--- src/rtl/rf_wb_pkg.sv ---
// ---------------------------------------------------------------------------
// rf_wb_pkg
// Shared constants and helpers for the register-file writeback arbiter.
//   RF_AW / RF_DW / RF_BEW : default address, data and byte-enable widths
//   RF_ZERO_ADDR           : hardwired-zero register address (writes dropped)
//   rr_pick()              : round-robin scan of up to RR_MAX requesters
// ---------------------------------------------------------------------------
package rf_wb_pkg;

    localparam int RF_AW        = 5;
    localparam int RF_DW        = 32;
    localparam int RF_BEW       = 4;
    localparam int RF_ZERO_ADDR = 0;

    // Widest requester count the picker supports
    localparam int RR_MAX = 8;

    typedef struct packed {
        logic       found;
        logic [2:0] idx;
    } rr_pick_t;

    // Scan ptr, ptr+1, ... modulo n and return the first valid requester.
    // Entries at or above n are never considered.
    function automatic rr_pick_t rr_pick(input logic [7:0] valid,
                                         input logic [2:0] ptr,
                                         input int         n);
        rr_pick_t res;
        int       cand;
        res = '0;
        for (int k = 0; k < RR_MAX; k++) begin
            cand = (int'(ptr) + k) % n;
            if ((k < n) && !res.found && valid[cand[2:0]]) begin
                res.found = 1'b1;
                res.idx   = cand[2:0];
            end
        end
        return res;
    endfunction

endpackage

--- src/rtl/rf_wb_rr_arb.sv ---
// ---------------------------------------------------------------------------
// rf_wb_rr_arb
// Round-robin picker for NREQ requesters plus its rotating pointer.
// Ports:
//   clk_i      : clock, rising edge
//   resetn_i   : asynchronous active-low reset (pointer returns to 0)
//   valid_i    : per-requester request vector
//   advance_i  : a grant was taken this cycle; move pointer past the winner
//   found_o    : at least one requester is valid
//   grantId_o  : index of the winning requester
// ---------------------------------------------------------------------------
module rf_wb_rr_arb
    import rf_wb_pkg::*;
#(
    parameter  int NREQ = 3,
    localparam int IW   = (NREQ > 1) ? $clog2(NREQ) : 1
) (
    input  logic            clk_i,
    input  logic            resetn_i,
    input  logic [NREQ-1:0] valid_i,
    input  logic            advance_i,
    output logic            found_o,
    output logic [IW-1:0]   grantId_o
);

    logic [IW-1:0] rrPtr_q;
    logic [IW-1:0] rrPtr_d;
    logic [7:0]    validPad;
    logic [2:0]    ptrPad;
    rr_pick_t      pick;
    logic [3:0]    nextIdx;

    // Widen to the picker's fixed width, pick a winner, and compute where
    // the pointer goes if that winner is actually accepted.
    always_comb begin
        validPad               = '0;
        validPad[NREQ-1:0]     = valid_i;
        ptrPad                 = '0;
        ptrPad[IW-1:0]         = rrPtr_q;
        pick                   = rr_pick(validPad, ptrPad, NREQ);
        nextIdx                = {1'b0, pick.idx} + 4'd1;
        rrPtr_d                = rrPtr_q;
        if (advance_i) begin
            rrPtr_d = (nextIdx == 4'(NREQ)) ? '0 : nextIdx[IW-1:0];
        end
    end

    assign found_o   = pick.found;
    assign grantId_o = pick.idx[IW-1:0];

    // Pointer only moves when a grant is taken, so priority is preserved
    // across hold cycles and idle cycles.
    always_ff @(posedge clk_i or negedge resetn_i) begin
        if (!resetn_i) begin
            rrPtr_q <= '0;
        end else begin
            rrPtr_q <= rrPtr_d;
        end
    end

endmodule

--- src/rtl/rf_wb_arbiter.sv ---
// ---------------------------------------------------------------------------
// rf_wb_arbiter
// Shares the register file's single byte-enabled write port between NREQ
// writeback requesters. Round-robin grant, one registered output stage that
// drains and refills in the same cycle (one write per cycle).
// Optional macro RF_WB_FWD_EN adds two read-port bypass paths from the stage.
// Ports:
//   clk, resetn           : clock (rising) and async active-low reset
//   req_valid/req_ready   : per-requester handshake (ready is one-hot or 0)
//   req_addr/be/data      : packed payloads, requester i at [i*W +: W]
//   hold                  : freeze; no grant, no write, stage retained
//   rf_wen/waddr/wdata    : register file write port
//   busy                  : stage holds a pending write
//   grant_id              : winner index, meaningful when |req_ready
//   fwd_* (RF_WB_FWD_EN)  : read addresses, raw RF data in, bypassed data out
// ---------------------------------------------------------------------------
module rf_wb_arbiter
    import rf_wb_pkg::*;
#(
    parameter  int NREQ = 3,
    parameter  int AW   = RF_AW,
    parameter  int DW   = RF_DW,
    localparam int BEW  = DW / 8,
    localparam int IW   = (NREQ > 1) ? $clog2(NREQ) : 1
) (
    input  logic                clk,
    input  logic                resetn,
    input  logic [NREQ-1:0]     req_valid,
    output logic [NREQ-1:0]     req_ready,
    input  logic [NREQ*AW-1:0]  req_addr,
    input  logic [NREQ*BEW-1:0] req_be,
    input  logic [NREQ*DW-1:0]  req_data,
    input  logic                hold,
    output logic [BEW-1:0]      rf_wen,
    output logic [AW-1:0]       rf_waddr,
    output logic [DW-1:0]       rf_wdata,
    output logic                busy,
    output logic [IW-1:0]       grant_id
`ifdef RF_WB_FWD_EN
    ,
    input  logic [AW-1:0]       fwd_raddr1,
    input  logic [AW-1:0]       fwd_raddr2,
    input  logic [DW-1:0]       fwd_rdata1_in,
    input  logic [DW-1:0]       fwd_rdata2_in,
    output logic [DW-1:0]       fwd_rdata1,
    output logic [DW-1:0]       fwd_rdata2
`endif
);

    logic           stageValid_q;
    logic [AW-1:0]  stAddr_q;
    logic [BEW-1:0] stBe_q;
    logic [DW-1:0]  stData_q;

    logic           drain;
    logic           accept;
    logic           found;
    logic [IW-1:0]  pickId;
    logic [AW-1:0]  selAddr;
    logic [BEW-1:0] selBe;
    logic [DW-1:0]  selData;

    rf_wb_rr_arb #(
        .NREQ (NREQ)
    ) u_rr (
        .clk_i     (clk),
        .resetn_i  (resetn),
        .valid_i   (req_valid),
        .advance_i (accept),
        .found_o   (found),
        .grantId_o (pickId)
    );

    // The stage can take a new write whenever it is empty or draining this
    // edge; gating with resetn keeps req_ready low while reset is asserted.
    assign drain  = stageValid_q & ~hold;
    assign accept = resetn & ~hold & (~stageValid_q | drain) & found;

    assign grant_id = accept ? pickId : '0;

    // One-hot ready to the winner and a payload mux selected by the same index
    always_comb begin
        req_ready = '0;
        selAddr   = '0;
        selBe     = '0;
        selData   = '0;
        for (int i = 0; i < NREQ; i++) begin
            if (IW'(i) == pickId) begin
                req_ready[i] = accept;
                selAddr      = req_addr[i*AW +: AW];
                selBe        = req_be[i*BEW +: BEW];
                selData      = req_data[i*DW +: DW];
            end
        end
    end

    // Output stage. Writes to the zero register are accepted but loaded with
    // no byte enables so they occupy the stage for one cycle and write nothing.
    always_ff @(posedge clk or negedge resetn) begin
        if (!resetn) begin
            stageValid_q <= 1'b0;
            stAddr_q     <= '0;
            stBe_q       <= '0;
            stData_q     <= '0;
        end else if (accept) begin
            stageValid_q <= 1'b1;
            stAddr_q     <= selAddr;
            stBe_q       <= (selAddr == AW'(RF_ZERO_ADDR)) ? '0 : selBe;
            stData_q     <= selData;
        end else if (drain) begin
            stageValid_q <= 1'b0;
        end
    end

    assign rf_wen   = (stageValid_q & ~hold) ? stBe_q : '0;
    assign rf_waddr = stAddr_q;
    assign rf_wdata = stData_q;
    assign busy     = stageValid_q;

`ifdef RF_WB_FWD_EN
    logic hit1;
    logic hit2;

    // Bypass stays live under hold: the pending write is still the newest value.
    assign hit1 = stageValid_q && (stAddr_q == fwd_raddr1) && (stAddr_q != AW'(RF_ZERO_ADDR));
    assign hit2 = stageValid_q && (stAddr_q == fwd_raddr2) && (stAddr_q != AW'(RF_ZERO_ADDR));

    // Per-byte merge: enabled bytes come from the stage, others from the RF
    always_comb begin
        fwd_rdata1 = fwd_rdata1_in;
        fwd_rdata2 = fwd_rdata2_in;
        for (int b = 0; b < BEW; b++) begin
            if (hit1 && stBe_q[b]) fwd_rdata1[b*8 +: 8] = stData_q[b*8 +: 8];
            if (hit2 && stBe_q[b]) fwd_rdata2[b*8 +: 8] = stData_q[b*8 +: 8];
        end
    end
`endif

endmodule

--- config.mk ---
export PLATFORM = sky130hd
export DESIGN_NAME = rf_wb_arbiter
export DESIGN_NICKNAME = d
export VERILOG_FILES = /design/src/rtl/rf_wb_pkg.sv /design/src/rtl/rf_wb_rr_arb.sv /design/src/rtl/rf_wb_arbiter.sv
export SDC_FILE = /design/constraint.sdc
export NUM_CORES = 1
export LEC_CHECK = 0
export BUFFER_PORTS_ARGS = -buffer_cell sky130_fd_sc_hd__buf_2
export CORE_ASPECT_RATIO = 1.5
export CORE_MARGIN = 5
export CORE_UTILIZATION = 44
export DETAILED_ROUTE_END_ITERATION = 16
export PLACE_DENSITY = 0.84
export SLEW_MARGIN = 10
export SYNTH_ARGS = -nofsm -noshare
export SYNTH_HDL_FRONTEND = slang
export SYNTH_HIERARCHICAL = 1
export SYNTH_SLANG_ARGS = --single-unit
export TNS_END_PERCENT = 100
--- constraint.sdc ---
create_clock -name clk -period 3.65 [get_ports clk]
set_clock_uncertainty 0.15 [all_clocks]
set_input_delay 0.1825 -clock clk [delete_from_list [all_inputs] [get_ports clk]]
set_output_delay 0.1825 -clock clk [all_outputs]
set_load 0.005 [all_outputs]
### After elaboration in Yosys (flattened, before gate mapping)

Index checks and enable logic that the tools add are counted.

| storage, ports and cells | value |
|---|---|
| register bits after elaboration | 44 |
| logic and storage cells | 58 |

| operators by class | value |
|---|---|
| add/subtract/negate cells | 3 |
| div/mod/pow operators | 3 |
| $lt $le $gt $ge | 3 |
| eq/ne operators | 3 |
| multiplexer cells | 27 |
| bitwise gates (word level) | 7 |
| reductions and logical operators | 7 |

Operators by type and width:

| kind | count |
|---|---|
| $mux W32 | 3 |
| $mod A32 B3 Y32 const B | 2 |
| $mod A3 B3 Y32 const B | 1 |
| $mux W4 | 8 |
| $mux W5 | 3 |
| $lt A3 B4 Y1 const B | 3 |
| $bmux W1 S3 | 3 |
| $mux W1 | 8 |
| $logic_not A5 Y1 | 1 |
| $add A3 B1 Y4 const B | 1 |
| $and A1 B1 Y1 | 4 |
| $eq A4 B2 Y1 const B | 1 |
| $mux W2 | 2 |
| $add A2 B1 Y3 const B | 1 |
| $add A2 B2 Y3 const B | 1 |
| $eq A1 B2 Y1 const A | 1 |
| $eq A2 B2 Y1 const A | 1 |
| $logic_and A1 B1 Y1 | 2 |
| $logic_not A1 Y1 | 2 |
| $logic_not A2 Y1 | 1 |
| $not A1 Y1 | 2 |
| $reduce_bool A2 Y1 | 1 |
| $or A1 B1 Y1 | 1 |

### Logic depth before layout (Yosys ltp)

Gate-level depths: netlist of run 1.

| depth | value |
|---|---|
| depth in word-level cells | 16 |
| mapped depth | 15 |

### Hierarchy

The synthesis of run 1 kept the hierarchy.

By module, submodules not included:

| module | instances | cells an instance | area each (µm²) | seq. area each (µm²) |
|---|---|---|---|---|
| rf_wb_arbiter | 1 | 283 | 2452.4 | 1051.0 |
| rf_wb_rr_arb | 1 | 50 | 461.7 | 50.0 |

### Worst setup path before layout of run 1

No wires, ideal clock.

| path | value |
|---|---|
| path kind | register -> register |
| start | register u_rr.rrPtr_q[1] |
| end | register stBe_q[0] |
| library setup time | 0.144 ns |
| arrival time | 2.476 ns |
| required time | 3.356 ns |
| path slack | 0.880 ns |
| stages on the path, launching flop included | 12 |
| buffers on the path | 1 |
| clock period less this slack | 2.770 ns |
| cells stage by stage | dfrtp_1 -> inv_1 -> ha_1 -> inv_1 -> a21oi_2 -> a21oi_4 -> and2_1 -> a21oi_1 -> buf_2 -> o2bb2ai_1 -> nor4_2 -> a211oi_1 |

| between the ends | value |
|---|---|
| longest elaborated chain between the ends | 16 |

Ends and longest elaborated chain:

| item | line | RTL |
|---|---|---|
| start, declared | rf_wb_rr_arb.sv:26 | `logic [IW-1:0] rrPtr_q;` |
| start signal, assigned | rf_wb_rr_arb.sv:57 | `rrPtr_q <= rrPtr_d;` |
| parallel branches: the longest is 9 deep, another holds $mod A32 B3 Y32 | -- |  |
| $mux W4 (*) | rf_wb_pkg.sv:33 | `if ((k < n) && !res.found && valid[cand[2:0]]) begin` |
| via pickId[1] | rf_wb_arbiter.sv:58 | `logic [IW-1:0] pickId;` |
| $logic_not A2 Y1 | rf_wb_arbiter.sv:88 | `if (IW'(i) == pickId) begin` |
| $mux W5 (3 in series) | rf_wb_arbiter.sv:88 |  |
| $logic_not A5 Y1 | rf_wb_arbiter.sv:108 | `stBe_q <= (selAddr == AW'(RF_ZERO_ADDR)) ? '0 : selBe;` |
| $mux W4 (*) | rf_wb_arbiter.sv:108 |  |
| end signal, assigned | rf_wb_arbiter.sv:108 |  |
| end, declared | rf_wb_arbiter.sv:52 | `logic [BEW-1:0] stBe_q;` |

Mark *: on every way through the listed nets, which the timed path passes. The select of a mux whose other input is x is not followed.
A chain may end at the register's enable or synchronous reset.

### Worst setup path after layout of run 1

| path | value |
|---|---|
| start | register u_rr.rrPtr_q[1] |
| end | output req_ready[1] |

| between the ends | value |
|---|---|
| longest elaborated chain between the ends | 12 |

Ends and longest elaborated chain:

| item | line | RTL |
|---|---|---|
| parallel branches: the longest is 9 deep, another holds $mod A32 B3 Y32 | -- |  |
| $mux W4 (*) | rf_wb_pkg.sv:33 |  |
| via pickId[0] | rf_wb_arbiter.sv:58 |  |
| $eq A1 B2 Y1 (*) | rf_wb_arbiter.sv:88 |  |
| $mux W1 (*) | rf_wb_arbiter.sv:88 |  |
| end, declared | rf_wb_arbiter.sv:29 | `output logic [NREQ-1:0] req_ready,` |

Marked as above.

==> results of run 1 <==
==> cell usage after synthesis (all sizes together) <==
| cell type | count |
|---|---|
| a21oi | 38 |
| buf | 18 |
| nand3b | 1 |
| nor2b | 4 |
| nor3 | 3 |
| a21o | 1 |
| dfrtp | 44 |
| nor2 | 42 |
| or2 | 1 |
| or2b | 1 |
| ha | 10 |
| nand3 | 2 |
| o41ai | 1 |
| a221oi | 5 |
| o21ai | 35 |
| a31oi | 1 |
| o2bb2ai | 5 |
| a31o | 1 |
| inv | 8 |
| nand2 | 48 |
| a22oi | 1 |
| a211oi | 4 |
| clkbuf | 5 |
| mux2i | 38 |
| nand2b | 4 |
| mux2 | 5 |
| nor4 | 1 |
| and2 | 5 |
| a32o | 1 |
==> timing repair <==
action,4_1_cts,5_1_grt
endpoints found under the hold margin,44,0
hold buffers,1,0
gates resized for setup,0,2
endpoints found under the setup margin,0,1
==> worst paths after layout <==
| check | startpoint | end | slack, ps | depth (start not counted) |
|---|---|---|---|---|
| setup / recovery | u_rr/rrPtr_q[1] | req_ready[1] | 350 | 10 |
| hold / removal | hold | busy | 2 | 3 |
| setup reg to reg | u_rr/rrPtr_q[1] | stBe_q[2] | 420 | 10 |
| hold reg to reg | rf_waddr[1] | rf_waddr[1] | 330 | 2 |
| max in group asynchronous | resetn | rf_wdata[21] | 2550 | 3 |
| min in group asynchronous | resetn | rf_wdata[6] | 420 | 3 |
==> flip-flops by register name (all words and copies together), names as in the netlist <==
name and cells:
rf_wdata 32, rf_waddr 5, stBe_q 4, u_rr/rrPtr_q 2, busy 1
==> power breakdown <==
part	total, W	internal [W]	leakage (nW)	switching (W)
Clock	0.000376	0.000203	0.0541	0.000173
Sequential	0.000836	0.000717	0.545	0.000120
Combinational	0.00216	0.000910	1.47	0.00125
Total	0.00337	0.00183	2.07	0.00154
==> cell usage in the layout (no fill, tap or decap), types with 2 or more instances in the layout <==
cell / instances
a21oi_1: 34
o21ai_0: 35
dfrtp_1: 44
a211oi_1: 4
o2bb2ai_1: 5
and2_1: 5
a221oi_1: 4
inv_1: 7
clkbuf_8: 5
a21oi_4: 2
nand2_1: 48
nor2b_4: 2
ha_1: 9
nor2b_1: 2
mux2_2: 4
mux2i_1: 38
buf_4: 9
buf_2: 175
a21oi_2: 2
nor3_1: 3
nand2b_1: 4
nor2_1: 42
==> layer usage <==
layer  wire, um  GRT usage, %
met1       3220          22.6
met2       4560          36.5
met3        597          4.59
met5          0             0
met4        174          6.75
==> cell type report <==
class,instances,area share (%)
clock buffer,5,1.74
clock inverter,3,1.08
inverter,8,0.760
multi-input combinational,258,42.0
sequential,44,27.9
tap,76,2.41
timing repair buffer,185,24.1
==> critical path, stage by stage (launching register included) <==
cell and delay (ps):
dfrtp_1 430, inv_1 140, ha_1 480, o21ai_0 170, a21oi_2 240, and2_1 260, a21o_4 270, buf_4 290
inv_1 90, nor3_1 160, buf_2 150
==> through the flow <==
stage / total power [W] / hold slack (ps) / std cells
2_1_floorplan: 0.00240 / -263 / 333
6_report: 0.00337 / 1.98 / 579
3_3_place_gp: 0.00292 / 173 / 570
5_1_grt: 0.00370 / 12.7 / 579
4_1_cts: 0.00339 / 0.529 / 579
3_5_place_dp: 0.00300 / 199 / 570
==> cells by family after synthesis <==
logic type      Yosys count  synth area share, %
fa+ha+maj                10                 4.29
compound gates           93                 19.8
simple gates            112                 17.1
mux                      43                 15.0
flops                    44                 37.8
buf+inv                  31                 5.97
==> key figures, run 1 <==
Place
  • Placer congestion estimate: 0.860
  • Setup WS pre-CTS: 240 ps
  • DPL Wire Length: 6800 um
  • IO Port Bufs: 175
  • Post-DP Area: 0.00382 mm2

Timing
  • Achievable clock frequency: 0.303 GHz
  • Final setup fails: 0
  • RSZ-0062 raised after global routing: no
  • Max-slew headroom: 55.9%
  • Final period utilization: 90.4%
  • Fin. Hold Viols: 0
  • Fin Setup TNS: 0 ps
  • Slew Viols, Final: 0
  • Final min period: 3300 ps
  • Final WS setup: 351 ps
  • Tightest Pin Transition: 662 ps

Yosys
  • Unique masters post-synth: 39
  • Yosys top cell by area: dfrtp_1
  • Top cells by area, synth: dfrtp_1, mux2i_1, nand2_1
  • Synth Warn #: 6
  • Mapped Nets: 472
  • Syn Area/Cell: 8.75 um2
  • Top-area cell type share of the netlist area: 37.8%
  • Seq/Total Area, Yosys: 37.8%
  • Synth Cell Area: 0.00291 mm2
  • Syn Inst Count: 333
  • Synth Register Bits: 44

Global routing
  • Total global-route track usage: 19.9%
  • GR Overflow Total: 0
  • Global-route wire length before repair: 13,700 um
  • Vias in the first global route: 3,060
  • Largest net degree at the start of global routing: 45
  • Initial antenna violation count: 0

Worst setup path
  • Worst setup path class: flop to output port
  • Worst Path Arrival: 2970 ps
  • Crit. End Element: output port
  • Worst Path Required: 3320 ps
  • Critical path launch point type: flop
  • Crit-path max FO: 13

CTS
  • Worst-Skew Late Latency: 290 ps
  • H-tree depth: 2
  • Clock Sinks: 44
  • Post-CTS Setup Inserts: 0
  • Inserted Clock Buffers: 5
  • CTS tree: built
  • Clk buf depth: 2
  • Root Buffer: clkbuf_8
  • Clock-pin slew on the worst setup and hold paths: 80 ps

Run
  • Max_cap viols: 0

Floorplan
  • Core area: 0.00649 mm2
  • Die height: 110 um
  • IO Count: 176
  • Number of placement rows: 36
  • Die width: 76.4 um
  • Starting Density: 44.9%
  • Die area: 0.00838 mm2

Detailed routing
  • First-pass DRT Iterations: 4
  • DR WL/cell: 14.8 um
  • Vias per inst: 5.19
  • DRC: 0
  • DR iter-0 viols: 167
  • Via count: 3,003
  • DRT Wirelength: 8550 um
  • Post-route ant nets: 0

Layout
  • Multi-input gate area: 0.00166 mm2
  • Register Area: 0.00110 mm2
  • Diodes inserted: 0
  • Fillers: 586
  • P&R area growth vs syn: 35.6%
  • Finished Core Util: 60.9%
  • Final Instance Area: 0.00395 mm2
  • Layout cells sized above 1: 42.1%
  • Fin nets: 641

Worst hold path
  • Hold Path Class: primary input to flop

Power and ir drop
  • PD cells: 853 mW/mm2
  • Peak supply drop: 0.000559 V
  • LEAKAGE: 2.07 nW

Status
  • Status: completed
Power figures use the tool's default switching activity.
==> run 2, diff against run 1 <==
Settings changed: CORE_UTILIZATION 44 to 45, PLACE_DENSITY 0.84 to 0.85, SYNTH_HIERARCHICAL 1 to not set.
==> key figures, run 2 <==
Yosys
  • Synth Register Bits: 44 (unchanged)
  • Seq/Total Area, Yosys: 36.2% (-1.5 points)
  • Mapped Nets: 449 (-4.9%)
  • Top cells by area, synth: dfrtp_1, mux2_4, a22oi_1
  • Number of synthesized flops with an enable pin: 0 (unchanged)
  • Syn Inst Count: 308 (-7.5%)
  • Ys flop type: dfrtp_1
  • Count leader, synth: nand2_1
  • Commonest cells post-synth: nand2_1, dfrtp_1, a22oi_1, o21ai_0, mux2_4
  • Synth Warn #: 0 (-6)
  • Synth Cell Area: 0.00304 mm2 (+4.3%)
  • Fraction of registers with async set/reset: 100% (unchanged)
  • Unique masters post-synth: 32 (-18%)
  • Top-area cell type share of the netlist area: 36.2% (-1.5 points)
  • Syn Area/Cell: 9.86 um2 (+13%)
  • Yosys top cell by area: dfrtp_1

Layout
  • P&R area growth vs syn: 36.5%
  • Layout cells sized above 1: 50.9% (+8.8 points)
  • Cell Count, Final, Fillers Out: 559 (-3.5%)
  • Most frequent cells in the layout: buf_2, nand2_1, dfrtp_1
  • Fillers: 543 (-7.3%)
  • Finished Core Util: 63.5% (+2.6 points)
  • Number of flip-flops in the largest register: 32 (unchanged)
  • Commonest non-fill, non-tap cell in the layout: buf_2
  • Final Instance Area: 0.00415 mm2 (+5.0%)
  • Diodes inserted: 0 (unchanged)
  • Fin nets: 623 (-2.8%)

Worst setup path
  • Worst Path Arrival: 3520 ps (+550 ps)
  • Critical path launch point type: flop
  • Worst setup path class: flop to flop
  • Crit-path max FO: 24 (+11)
  • Crit. End Element: flop
  • Worst Path Required: 3650 ps (+330 ps)

CTS
  • Worst-Skew Late Latency: 290 ps (about the same)
  • H-tree depth: 2 (unchanged)
  • Clock Sinks: 44 (unchanged)
  • Clk buf depth: 2 (unchanged)
  • Inserted Clock Buffers: 5 (unchanged)
  • CTS tree: built
  • Clock-pin slew on the worst setup and hold paths: 80 ps (about the same)
  • Root Buffer: clkbuf_8

Timing
  • Achievable clock frequency: 0.284 GHz (-6.2%)
  • Final setup fails: 0 (unchanged)
  • Final min period: 3520 ps (+218 ps)
  • Tightest Pin Transition: 562 ps (-99.2 ps)
  • Hold slack: 76.9 ps (+74.9 ps)
  • Final period utilization: 96.3% (+6.0 points)
  • Max-slew headroom: 62.5% (+6.6 points)
  • Slew Viols, Final: 0 (unchanged)
  • RSZ-0062 raised after global routing: yes
  • Fin. Hold Viols: 0 (unchanged)
  • Final WS setup: 133 ps (-218 ps)

Detailed routing
  • Via count: 3,004 (+0.033%)
  • Routed metal-1 wirelength: 3450 um (+6.9%)
  • First-pass DRT Iterations: 4 (unchanged)
  • DR top layer: met4
  • DRC: 0 (unchanged)
  • Post-route ant nets: 0 (unchanged)
  • DRT Wirelength: 9390 um (+9.8%)
  • DR WL met3: 606 um (+1.5%)
  • Routed met2 length: 5020 um (+10%)
  • DR WL/cell: 16.8 um (+14%)
  • Vias per inst: 5.37 (+3.6%)
  • DR iter-0 viols: 197 (+18%)

Power and ir drop
  • Int Pwr: 0.00226 W (+24%)
  • PD cells: 978 mW/mm2 (+15%)
  • Sequential share of power: 20.7% (-4.1 points)
  • Clock network power share: 7.8% (-3.4 points)
  • Combinational Power Share: 71.6% (+7.6 points)
  • Peak supply drop: 0.000433 V (-23%)
  • Sw frac: 44.2% (-1.5 points)
  • LEAKAGE: 2.16 nW (+4.6%)
  • Switch Pwr: 0.00179 W (+16%)

Worst hold path
  • Hold Path Class: primary input to flop

Status
  • Status: completed

Floorplan
  • Number of placement rows: 36 (unchanged)
  • Die width: 77.1 um (+0.84%)
  • IO Count: 176 (unchanged)
  • Starting Density: 46.5% (+1.6 points)
  • Die area: 0.00853 mm2 (+1.7%)
  • Die height: 111 um (+0.88%)
  • Core area: 0.00653 mm2 (+0.69%)

Global routing
  • Largest net degree at the start of global routing: 45 (unchanged)
  • Vias in the first global route: 3,133 (+2.4%)
  • GR Overflow Total: 0 (unchanged)
  • Initial antenna violation count: 0 (unchanged)
  • Global-route wire length before repair: 14,800 um (+8.3%)
  • Total global-route track usage: 21.2% (+1.3 points)

Place
  • Setup WS pre-CTS: -112 ps (-352 ps)
  • IO Port Bufs: 175 (unchanged)
  • Placer congestion estimate: 0.888 (+3.3%)
  • Inst Count DP: 547 (-4.0%)
  • DPL Wire Length: 7320 um (+7.6%)
  • Post-DP Area: 0.00398 mm2 (+4.1%)

Run
  • Max_cap viols: 0 (unchanged)
==> run 2: worst max-delay path: stages (launching register included) <==
cell and delay, ps:
dfrtp_1 440, inv_1 140, ha_1 220, nand2b_1 190
a22oi_2 360, a21oi_4 80, a32oi_2 310, ha_2 320
buf_6 240, nand3b_1 140, a22o_1 160, o211ai_1 100
nor4_1 260, buf_4 180, o32ai_1 90
==> run 2: metrics by stage <==
step / TNS [ps] / total power (W)
finish: 0 / 0.00405
detailed placement: -408 / 0.00363
floorplan: 0 / 0.00281
CTS: 0 / 0.00401
global placement: 0 / 0.00350
global route: -44.1 / 0.00441
==> run 2: path summary, 6_finish.rpt <==
check / from / end / slack (ps) / cells past startpoint
min in group asynchronous: resetn / u_rr.rrPtr_q[1] / 430 / 3
max reg2reg: u_rr.rrPtr_q[1] / stBe_q[1] / 130 / 14
min: req_data[91] / rf_wdata[27] / 80 / 4
max in group asynchronous: resetn / rf_wdata[5] / 2550 / 3
min reg2reg: busy / busy / 360 / 1
max: u_rr.rrPtr_q[1] / stBe_q[1] / 130 / 14
==> run 2: cell type report <==
class / count / area [um2] / share of cell area, %
tap: 76 / 95.1 / 2.29
inverter: 12 / 45.0 / 1.09
multi-input combinational: 228 / 1810 / 43.6
sequential: 44 / 1100 / 26.6
clock inverter: 2 / 10.0 / 0.241
timing repair buffer: 191 / 1000 / 24.2
clock buffer: 6 / 82.6 / 1.99
==> run 2: cell families after synthesis <==
kind of cell | share of synthesized area [%]
mux | 19.2
fa+ha+maj | 4.94
flops | 36.2
simple gates | 11.5
buf+inv | 5.89
compound gates | 22.2
==> run 2: per-layer routing <==
layer | GRT usage (%) | vias up
li1 | - | 1453
met1 | 23.8 | 1420
met2 | 37.1 | 105
met3 | 5.13 | 26
met4 | 9.63 | 0
met5 | 0 | -
==> run 2: power groups by stage <==
stage               logic [W]  registers, W  clock network (W)
CTS                   0.00285      0.000838           0.000324
detailed placement    0.00279      0.000836                  0
floorplan             0.00195      0.000853                  0
global route          0.00320      0.000871           0.000339
global placement      0.00266      0.000838                  0
finish                0.00290      0.000838           0.000315
==> run 2: repair_timing <==
action / in CTS / in global routing
endpoints found under the hold margin: 45 / 0
hold buffers: 2 / 0
resized for setup: 1 / 9
setup buffers: 2 / 0
setup endpoints to repair: 4 / 27
